==> config.mk <==
export PLATFORM = sky130hd
export DESIGN_NAME = sonar_array
export DESIGN_NICKNAME = d
export VERILOG_FILES = /design/src/rtl/sonar_array.sv
export SDC_FILE = /design/constraint.sdc
export NUM_CORES = 1
export LEC_CHECK = 0
export CAP_MARGIN = 20
export CELL_PAD_IN_SITES_DETAIL_PLACEMENT = 0
export CELL_PAD_IN_SITES_GLOBAL_PLACEMENT = 1
export CORE_ASPECT_RATIO = 0.9
export CORE_MARGIN = 2
export CORE_UTILIZATION = 48
export CTS_CLUSTER_DIAMETER = 100
export DETAILED_ROUTE_END_ITERATION = 8
export PLACE_DENSITY = 0.84
export SLEW_MARGIN = 20
export SYNTH_ARGS = -nofsm -noshare
export SYNTH_HDL_FRONTEND = slang
export SYNTH_SLANG_ARGS = --single-unit
==> constraint.sdc <==
create_clock -name clk_clk -period 6.1 [get_ports clk_clk]
set_input_delay 1.22 -clock clk_clk [delete_from_list [all_inputs] [get_ports clk_clk]]
set_output_delay 1.22 -clock clk_clk [all_outputs]
set_load 0.02 [all_outputs]
==> src/rtl/sonar_array.sv <==
// Round-robin HC-SR04 ranging controller: fires one channel at a time and reports echo width or timeout per channel.
// Optional running-average result filter is enabled by defining SONAR_ARRAY_FILTER_EN.
module sonar_array #(
    parameter int N_CH        = 2,
    parameter int TRIG_CYC    = 500,
    parameter int TIMEOUT_CYC = 1500000,
    parameter int GAP_CYC     = 50000,
    parameter int RES_W       = 32
) (
    input  logic                   clk_clk,
    input  logic                   reset_reset_n,
    input  logic                   enable,
    input  logic [N_CH-1:0]        echo,
    output logic [N_CH-1:0]        trig,
    output logic [N_CH*RES_W-1:0]  result,
    output logic [N_CH-1:0]        valid,
    output logic [N_CH-1:0]        timeout,
    output logic                   busy,
    output logic [2:0]             dbg_state_o,
    output logic [3:0]             dbg_ch_o
);

    localparam int CH_W   = (N_CH > 1) ? $clog2(N_CH) : 1;
    localparam int TCNT_W = $clog2(TIMEOUT_CYC) + 1;

    localparam logic [31:0]       TRIG_LAST = 32'(TRIG_CYC - 1);
    localparam logic [31:0]       GAP_LAST  = 32'(GAP_CYC - 1);
    localparam logic [TCNT_W-1:0] TO_LAST   = TCNT_W'(TIMEOUT_CYC - 1);
    localparam logic [N_CH-1:0]   CH_ONE    = N_CH'(1);

    if (N_CH < 1 || N_CH > 16) begin : g_bad_nch
        $error("sonar_array: N_CH must be in 1..16");
    end
    if (TRIG_CYC < 1 || GAP_CYC < 1 || TIMEOUT_CYC < 1) begin : g_bad_cyc
        $error("sonar_array: cycle parameters must be at least 1");
    end
    if ((RES_W < 63) && (longint'(TIMEOUT_CYC) >= (longint'(1) << RES_W))) begin : g_bad_resw
        $error("sonar_array: TIMEOUT_CYC must be below 2**RES_W");
    end

    typedef enum logic [2:0] {
        S_IDLE      = 3'd0,
        S_TRIG      = 3'd1,
        S_WAIT_RISE = 3'd2,
        S_MEASURE   = 3'd3,
        S_GAP       = 3'd4
    } state_e;

    state_e              state_q;
    logic [CH_W-1:0]     ch_q;
    logic [CH_W-1:0]     ch_d;
    logic [31:0]         cnt_q;
    logic [TCNT_W-1:0]   tcnt_q;
    logic [RES_W-1:0]    wcnt_q;
    logic [N_CH-1:0]     trig_q;
    logic [N_CH-1:0]     valid_q;
    logic [N_CH-1:0]     to_q;
    logic [RES_W-1:0]    res_q [N_CH];
    logic [RES_W-1:0]    new_res;

    logic [N_CH-1:0]     echo_s1_q, echo_s2_q, echo_dly_q;
    logic [N_CH-1:0]     rise, fall;
    logic                rise_sel, fall_sel, tcnt_last, meas_done, to_done;

    always_ff @(posedge clk_clk or negedge reset_reset_n) begin
        if (!reset_reset_n) begin
            echo_s1_q  <= '0;
            echo_s2_q  <= '0;
            echo_dly_q <= '0;
        end else begin
            echo_s1_q  <= echo;
            echo_s2_q  <= echo_s1_q;
            echo_dly_q <= echo_s2_q;
        end
    end

    assign rise     = echo_s2_q & ~echo_dly_q;
    assign fall     = ~echo_s2_q & echo_dly_q;
    assign rise_sel = rise[ch_q];
    assign fall_sel = fall[ch_q];

    // >= rather than ==: a rise on the last WAIT_RISE cycle carries tcnt past TO_LAST.
    assign tcnt_last = (tcnt_q >= TO_LAST);
    assign meas_done = (state_q == S_MEASURE) && fall_sel;
    assign to_done   = tcnt_last && (((state_q == S_WAIT_RISE) && !rise_sel) ||
                                     ((state_q == S_MEASURE) && !fall_sel));
    assign ch_d      = (ch_q == CH_W'(N_CH - 1)) ? '0 : ch_q + CH_W'(1);

    always_ff @(posedge clk_clk or negedge reset_reset_n) begin
        if (!reset_reset_n) begin
            state_q <= S_IDLE;
            ch_q    <= '0;
            cnt_q   <= '0;
            tcnt_q  <= '0;
            wcnt_q  <= '0;
            trig_q  <= '0;
        end else begin
            case (state_q)
                S_IDLE: begin
                    if (enable) begin
                        state_q <= S_TRIG;
                        cnt_q   <= '0;
                        trig_q  <= CH_ONE << ch_q;
                    end
                end
                S_TRIG: begin
                    if (cnt_q == TRIG_LAST) begin
                        trig_q  <= '0;
                        tcnt_q  <= '0;
                        state_q <= S_WAIT_RISE;
                    end else begin
                        cnt_q <= cnt_q + 32'd1;
                    end
                end
                S_WAIT_RISE: begin
                    if (rise_sel) begin
                        state_q <= S_MEASURE;
                        wcnt_q  <= RES_W'(1);
                        tcnt_q  <= tcnt_q + TCNT_W'(1);
                    end else if (to_done) begin
                        state_q <= S_GAP;
                        cnt_q   <= '0;
                    end else begin
                        tcnt_q <= tcnt_q + TCNT_W'(1);
                    end
                end
                S_MEASURE: begin
                    if (meas_done || to_done) begin
                        state_q <= S_GAP;
                        cnt_q   <= '0;
                    end else begin
                        tcnt_q <= tcnt_q + TCNT_W'(1);
                        if (wcnt_q != '1) begin
                            wcnt_q <= wcnt_q + RES_W'(1);
                        end
                    end
                end
                S_GAP: begin
                    if (cnt_q == GAP_LAST) begin
                        ch_q <= ch_d;
                        if (enable) begin
                            state_q <= S_TRIG;
                            cnt_q   <= '0;
                            trig_q  <= CH_ONE << ch_d;
                        end else begin
                            state_q <= S_IDLE;
                        end
                    end else begin
                        cnt_q <= cnt_q + 32'd1;
                    end
                end
                default: begin
                    state_q <= S_IDLE;
                    trig_q  <= '0;
                end
            endcase
        end
    end

`ifdef SONAR_ARRAY_FILTER_EN
    logic [N_CH-1:0]  first_q;
    logic [RES_W:0]   sum;

    assign sum     = {1'b0, res_q[ch_q]} + {1'b0, wcnt_q};
    assign new_res = first_q[ch_q] ? wcnt_q : sum[RES_W:1];

    // A channel restarts its average after reset or after any timeout.
    always_ff @(posedge clk_clk or negedge reset_reset_n) begin
        if (!reset_reset_n) begin
            first_q <= '1;
        end else if (meas_done) begin
            first_q[ch_q] <= 1'b0;
        end else if (to_done) begin
            first_q[ch_q] <= 1'b1;
        end
    end
`else
    assign new_res = wcnt_q;
`endif

    always_ff @(posedge clk_clk or negedge reset_reset_n) begin
        if (!reset_reset_n) begin
            valid_q <= '0;
            to_q    <= '0;
            for (int i = 0; i < N_CH; i++) begin
                res_q[i] <= '0;
            end
        end else begin
            valid_q <= '0;
            if (meas_done) begin
                res_q[ch_q]   <= new_res;
                to_q[ch_q]    <= 1'b0;
                valid_q[ch_q] <= 1'b1;
            end else if (to_done) begin
                res_q[ch_q]   <= '1;
                to_q[ch_q]    <= 1'b1;
                valid_q[ch_q] <= 1'b1;
            end
        end
    end

    always_comb begin
        result = '0;
        for (int i = 0; i < N_CH; i++) begin
            result[i*RES_W +: RES_W] = res_q[i];
        end
    end

    assign trig        = trig_q;
    assign valid       = valid_q;
    assign timeout     = to_q;
    assign busy        = (state_q != S_IDLE);
    assign dbg_state_o = state_q;
    assign dbg_ch_o    = 4'(ch_q);

endmodule

Yosys cells after proc, flatten, opt, wreduce, memory -nomap -nowiden:

Index checks and enable logic that the tools add are counted.
W data, S select, Z words.

* muxes and demuxes: 45
* reduce and logical (&&, ||, !) cells: 23
* order comparisons: 5
* equal/unequal tests: 20
* bitwise operators: 10
* shift-type cells: 2
* $add $sub $neg: 4

Operators by type and width (count)
* $mux W32: 10
* $pmux W32 S5: 1
* $mux W64: 2
* $mux W22: 4
* $pmux W22 S3: 1
* $add A32 B1 Y32 const B: 2
* $bwmux W64: 1
* $or A64 B64 Y64: 1
* $pmux W32 S2: 1
* $demux W32 S1: 1
* $eq A32 B16 Y1 const B: 1
* $eq A32 B9 Y1 const B: 1
* $ne A32 B32 Y1 const B: 1
* $add A22 B1 Y22 const B: 1
* $ge A22 B21 Y1 const B: 1
* $mux W3: 6
* $ne A2 B2 Y1 const B: 9
* $mux W2: 8
* $pmux W3 S5: 1
* $reduce_and A5 Y1: 3
* $pmux W2 S4: 1
* $reduce_and A4 Y1: 2
* $mux W1: 7
* $and A2 B2 Y2: 3
* other kinds (25): 40

* register bits after elaboration: 166
* output and inout port bits: 78
* word-level logic and storage cells: 122

Logic depth before layout (Yosys ltp):

* word-level depth: 11
* gate-level depth with buffers: 11
* gate-level depth less buffers: 9

Worst setup path before layout:

No wires, ideal clock.

* path kind: reg-to-reg
* from: reg cnt_q[27]
* to: reg tcnt_q[11]
* path slack: 3.113 ns
* arrival time: 2.909 ns
* cell stages (with the launch flop): 9
* path through: dfrtp_1 or4_4 or4_1 or3_1 buf_2 and3_1 buf_6 or4_1 a21oi_1

* longest elaborated chain between the ends: 3

RTL lines
* from (decl): RTL line 52 `logic [31:0] cnt_q;`
* from (signal assigned): RTL line 112 `cnt_q <= cnt_q + 32'd1;`
* from (signal assigned): RTL line 149 `cnt_q <= cnt_q + 32'd1;`
* $eq A32 B9 Y1: RTL line 107 `if (cnt_q == TRIG_LAST) begin`
* $ne A2 B2 Y1 (no line)
* $reduce_and A4 Y1 (no line)
* to (signal assigned): RTL line 119 `tcnt_q <= tcnt_q + TCNT_W'(1);`
* to (signal assigned): RTL line 124 `tcnt_q <= tcnt_q + TCNT_W'(1);`
* to (signal assigned): RTL line 132 `tcnt_q <= tcnt_q + TCNT_W'(1);`
* to (decl): RTL line 53 `logic [TCNT_W-1:0] tcnt_q;`

Every way passes these cells.
A chain may end at the register's enable or synchronous reset.

Worst setup path after layout:

* from: reg state_q[2] (netlist: dbg_state_o[2])
* to: reg wcnt_q[22] (netlist: new_res[22])

* longest elaborated chain between the ends: 7
* elaborated cells on any way between the ends: 14

RTL lines
* from (decl): RTL line 49 `state_e state_q;`
* from (signal assigned): RTL line 91 `state_q <= S_IDLE;`
* from (signal assigned): RTL line 101 `state_q <= S_TRIG;`
* from (signal assigned): RTL line 110 `state_q <= S_WAIT_RISE;`
* $eq A3 B2 Y1 (on tied branches)
* $logic_and A1 B1 Y1 (on tied branches): RTL line 85, 86
* $logic_or A1 B1 Y1: RTL line 85 `assign to_done = tcnt_last && (((state_q == S_WAIT_RISE) && !rise_sel) ||`
* $logic_and A1 B1 Y1: RTL line 85
* $logic_or A1 B1 Y1: RTL line 128 `if (meas_done || to_done) begin`
* $ne A2 B2 Y1 (no line)
* $reduce_and A4 Y1 (no line)
* to (signal assigned): RTL line 134 `wcnt_q <= wcnt_q + RES_W'(1);`
* to (decl): RTL line 54 `logic [RES_W-1:0] wcnt_q;`

Parallel ways exist; a longest one is shown, timed or not.

==> impl_metrics.json <==
{
  "setup_tns_ps": 0,
  "reg2reg_from": "dbg_state_o[2]$_DFFE_PN0P_",
  "dp_cells": 1053,
  "port-buffer-count": 79,
  "track_usage": 0.238,
  "route.detailed.drc": 0,
  "vias_per_cell": 6.25,
  "synth_top_area_frac": 0.524,
  "r2r-end": "new_res[22]$_DFFE_PN0P_",
  "clockBufferDepth": 2,
  "hold_path_class": "reg2reg",
  "rows": 44,
  "clock_latency_ps": 430,
  "critPathMaxFanout": 25,
  "crit_arrival_ps": 4050,
  "synth_most_common_cell": "dfrtp_1",
  "grt_max_degree": 86,
  "async_reset_ff_frac": 1.00,
  "max_freq_mhz": 266,
  "finalCritPeriodShare": 0.616,
  "design.core.area_sq_mm": 0.0161,
  "ff2ff_path_depth": 6,
  "fp.dieH_microns": 126,
  "synth_area_sq_mm": 0.00793,
  "drive_gt1_frac": 0.0558,
  "die_w_microns": 139,
  "grt_pass1_vias": 6595,
  "drv_slew": 0,
  "fin_util": 0.582,
  "synthFlopType": "dfrtp_1",
  "cts_root_buf": "clkbuf_16",
  "finalSetupViolations": 0,
  "area_growth_pct": 18.5,
  "clk_pin_slew_worst_paths_ps": 60,
  "synth_area_leaders": "dfrtp_1 (52%), o22a_1 (7.3%), o21ai_0 (4.3%)",
  "period_minus_slack_ps": 3750,
  "hp-start": "echo_s1_q[0]$_DFF_PN0_",
  "worstHoldPathCells": 0,
  "avgSynthCellArea_sq_um": 9.78,
  "cts_buffers": 17,
  "antenna_found_initial": 0,
  "grt_pass1_wl_mm": 34.1,
  "grt.overflow.total": 0,
  "ant_nets": 0,
  "outcome": "finished clean",
  "rsz0062_at_grt": "false",
  "num_vias": 6781,
  "drt-initial-drc-count": 611,
  "ir_worst_vdd_uv": 194,
  "fin_skew_ps": 9.40,
  "cp-start-kind": "register",
  "ios": 83,
  "pre_cts_slack_ps": 2290,
  "syn_inst": 811,
  "power_leakage_uw": 0.00405,
  "worstMarginPinSlew_ps": 974,
  "nNetsFinal": 873,
  "dr.pass1.iters": 5,
  "synth_edf_count": 0,
  "fin_cells": 1085,
  "r2r_slack_ps": 2350,
  "post_cts_buffers": 0,
  "n_antenna_cell": 0,
  "required_ps": 6400,
  "htreeDepth": 4,
  "gp_congestion": 0.843,
  "die_area_sq_mm": 0.0176,
  "wire_per_inst_microns": 18.5,
  "place_hpwl_mm": 13.3,
  "synth_common_cells": "dfrtp_1 (166), o21ai_0 (68), o22a_1 (66)",
  "cts_sinks": 166,
  "cp-end-kind": "register",
  "cap_violations": 0,
  "synthesis.yosys.warnings": 0,
  "yosysTopAreaCell": "dfrtp_1",
  "hold_viol_final": 0,
  "cts-hold-fix-buffers": 0,
  "ys_ff_latch": 166,
  "criticalPathCategory": "reg2reg",
  "slew_headroom": 0.349,
  "ctsResizeCount": 0,
  "start_util": 0.492,
  "seq_area_frac_synth": 0.524,
  "p_per_area_mw_per_mm2": 280,
  "ys_types": 59,
  "whs_endpoint": "echo_s2_q[0]$_DFF_PN0_",
  "cts_tree": "built",
  "routed_wl_mm": 20.1,
  "final.setup.worst_slack_ps": 2350
}
[cell usage in the layout (no fill, tap or decap), drive strengths merged, types with 22 or more instances in the layout]
master / instances
o22a: 66
a31oi: 30
dfrtp: 166
o21ai: 68
nand3: 43
a21oi: 35
and3: 25
clkdlybuf4s50: 78
nor2: 57
nand2: 62
o31ai: 22
[worst max-delay path, stage by stage (launching register included)]
cell      delay (ps)
dfrtp_1          480
nand2b_1         400
nor2_1           600
nand2_1          120
a21oi_1          640
nand2_1          780
o41ai_1          590
[logic make-up (layout without fill, tap and decap cells)]
kind of cell / after synthesis / after routing / share of synthesized area
compound gates: 267 / 267 / 0.231
xor+xnor: 8 / 8 / 0.00883
fa+ha+maj: 3 / 3 / 0.00473
buf+inv: 69 / 134 / 0.0371
flops: 166 / 166 / 0.524
mux: 2 / 2 / 0.00268
other cells: 1 / 3 / 0.000473
simple gates: 295 / 295 / 0.192
[power by group]
group	leakage (uW)	switching, uW	internal, uW
clock network	0.000270	460	575
logic	0.00149	245	127
registers	0.00229	76.1	1150
total	0.00405	781	1850
[per-layer routing]
metal / up-vias / wire, microns / share of wire / track usage
met5: - / 0 / 0 / 0
met4: 0 / 235 / 0.012 / 0.0600
met3: 18 / 947 / 0.047 / 0.0536
met2: 192 / 9270 / 0.46 / 0.370
met1: 3409 / 9660 / 0.48 / 0.342
li1: 3162 / - / - / -
[sequential cells by signal, summed over array words and instances (netlist names), named ones only]
name         flops
ch_q             1
echo_s2_q        2
echo_s1_q        2
new_res         32
cnt_q           32
result          64
dbg_state_o      3
tcnt_q          22
trig             2
valid            2
echo_dly_q       2
[how the worst max path moves through the flow]
stage                                           from                 endpoint  cells after the start
after floorplan                cnt_q[27]$_DFFE_PN0P_   tcnt_q[11]$_DFFE_PN0P_                      8
after global placement        new_res[0]$_DFFE_PN0P_   new_res[8]$_DFFE_PN0P_                      8
after detailed placement  dbg_state_o[2]$_DFFE_PN0P_  new_res[27]$_DFFE_PN0P_                      6
after CTS                 dbg_state_o[2]$_DFFE_PN0P_  new_res[27]$_DFFE_PN0P_                      6
after global routing      dbg_state_o[2]$_DFFE_PN0P_  new_res[22]$_DFFE_PN0P_                      6
final                     dbg_state_o[2]$_DFFE_PN0P_  new_res[22]$_DFFE_PN0P_                      6
[metrics by stage]
stage	total power [uW]	cell area, sq um	hold slack (ps)
global placement	1600	8820	367
global route	2760	9400	395
finish	2630	9400	379
CTS	2650	9390	392
detailed placement	1620	8830	356
floorplan	1490	7940	331
[layout make-up]
type	instances	area (sq um)
inverter	15	56.3
sequential	166	4150
clock inverter	14	124
multi-input combinational	578	3510
fill	1404	6740
timing repair buffer	87	856
clock buffer	18	439
tap	207	259
Power figures use the tool's default switching activity.
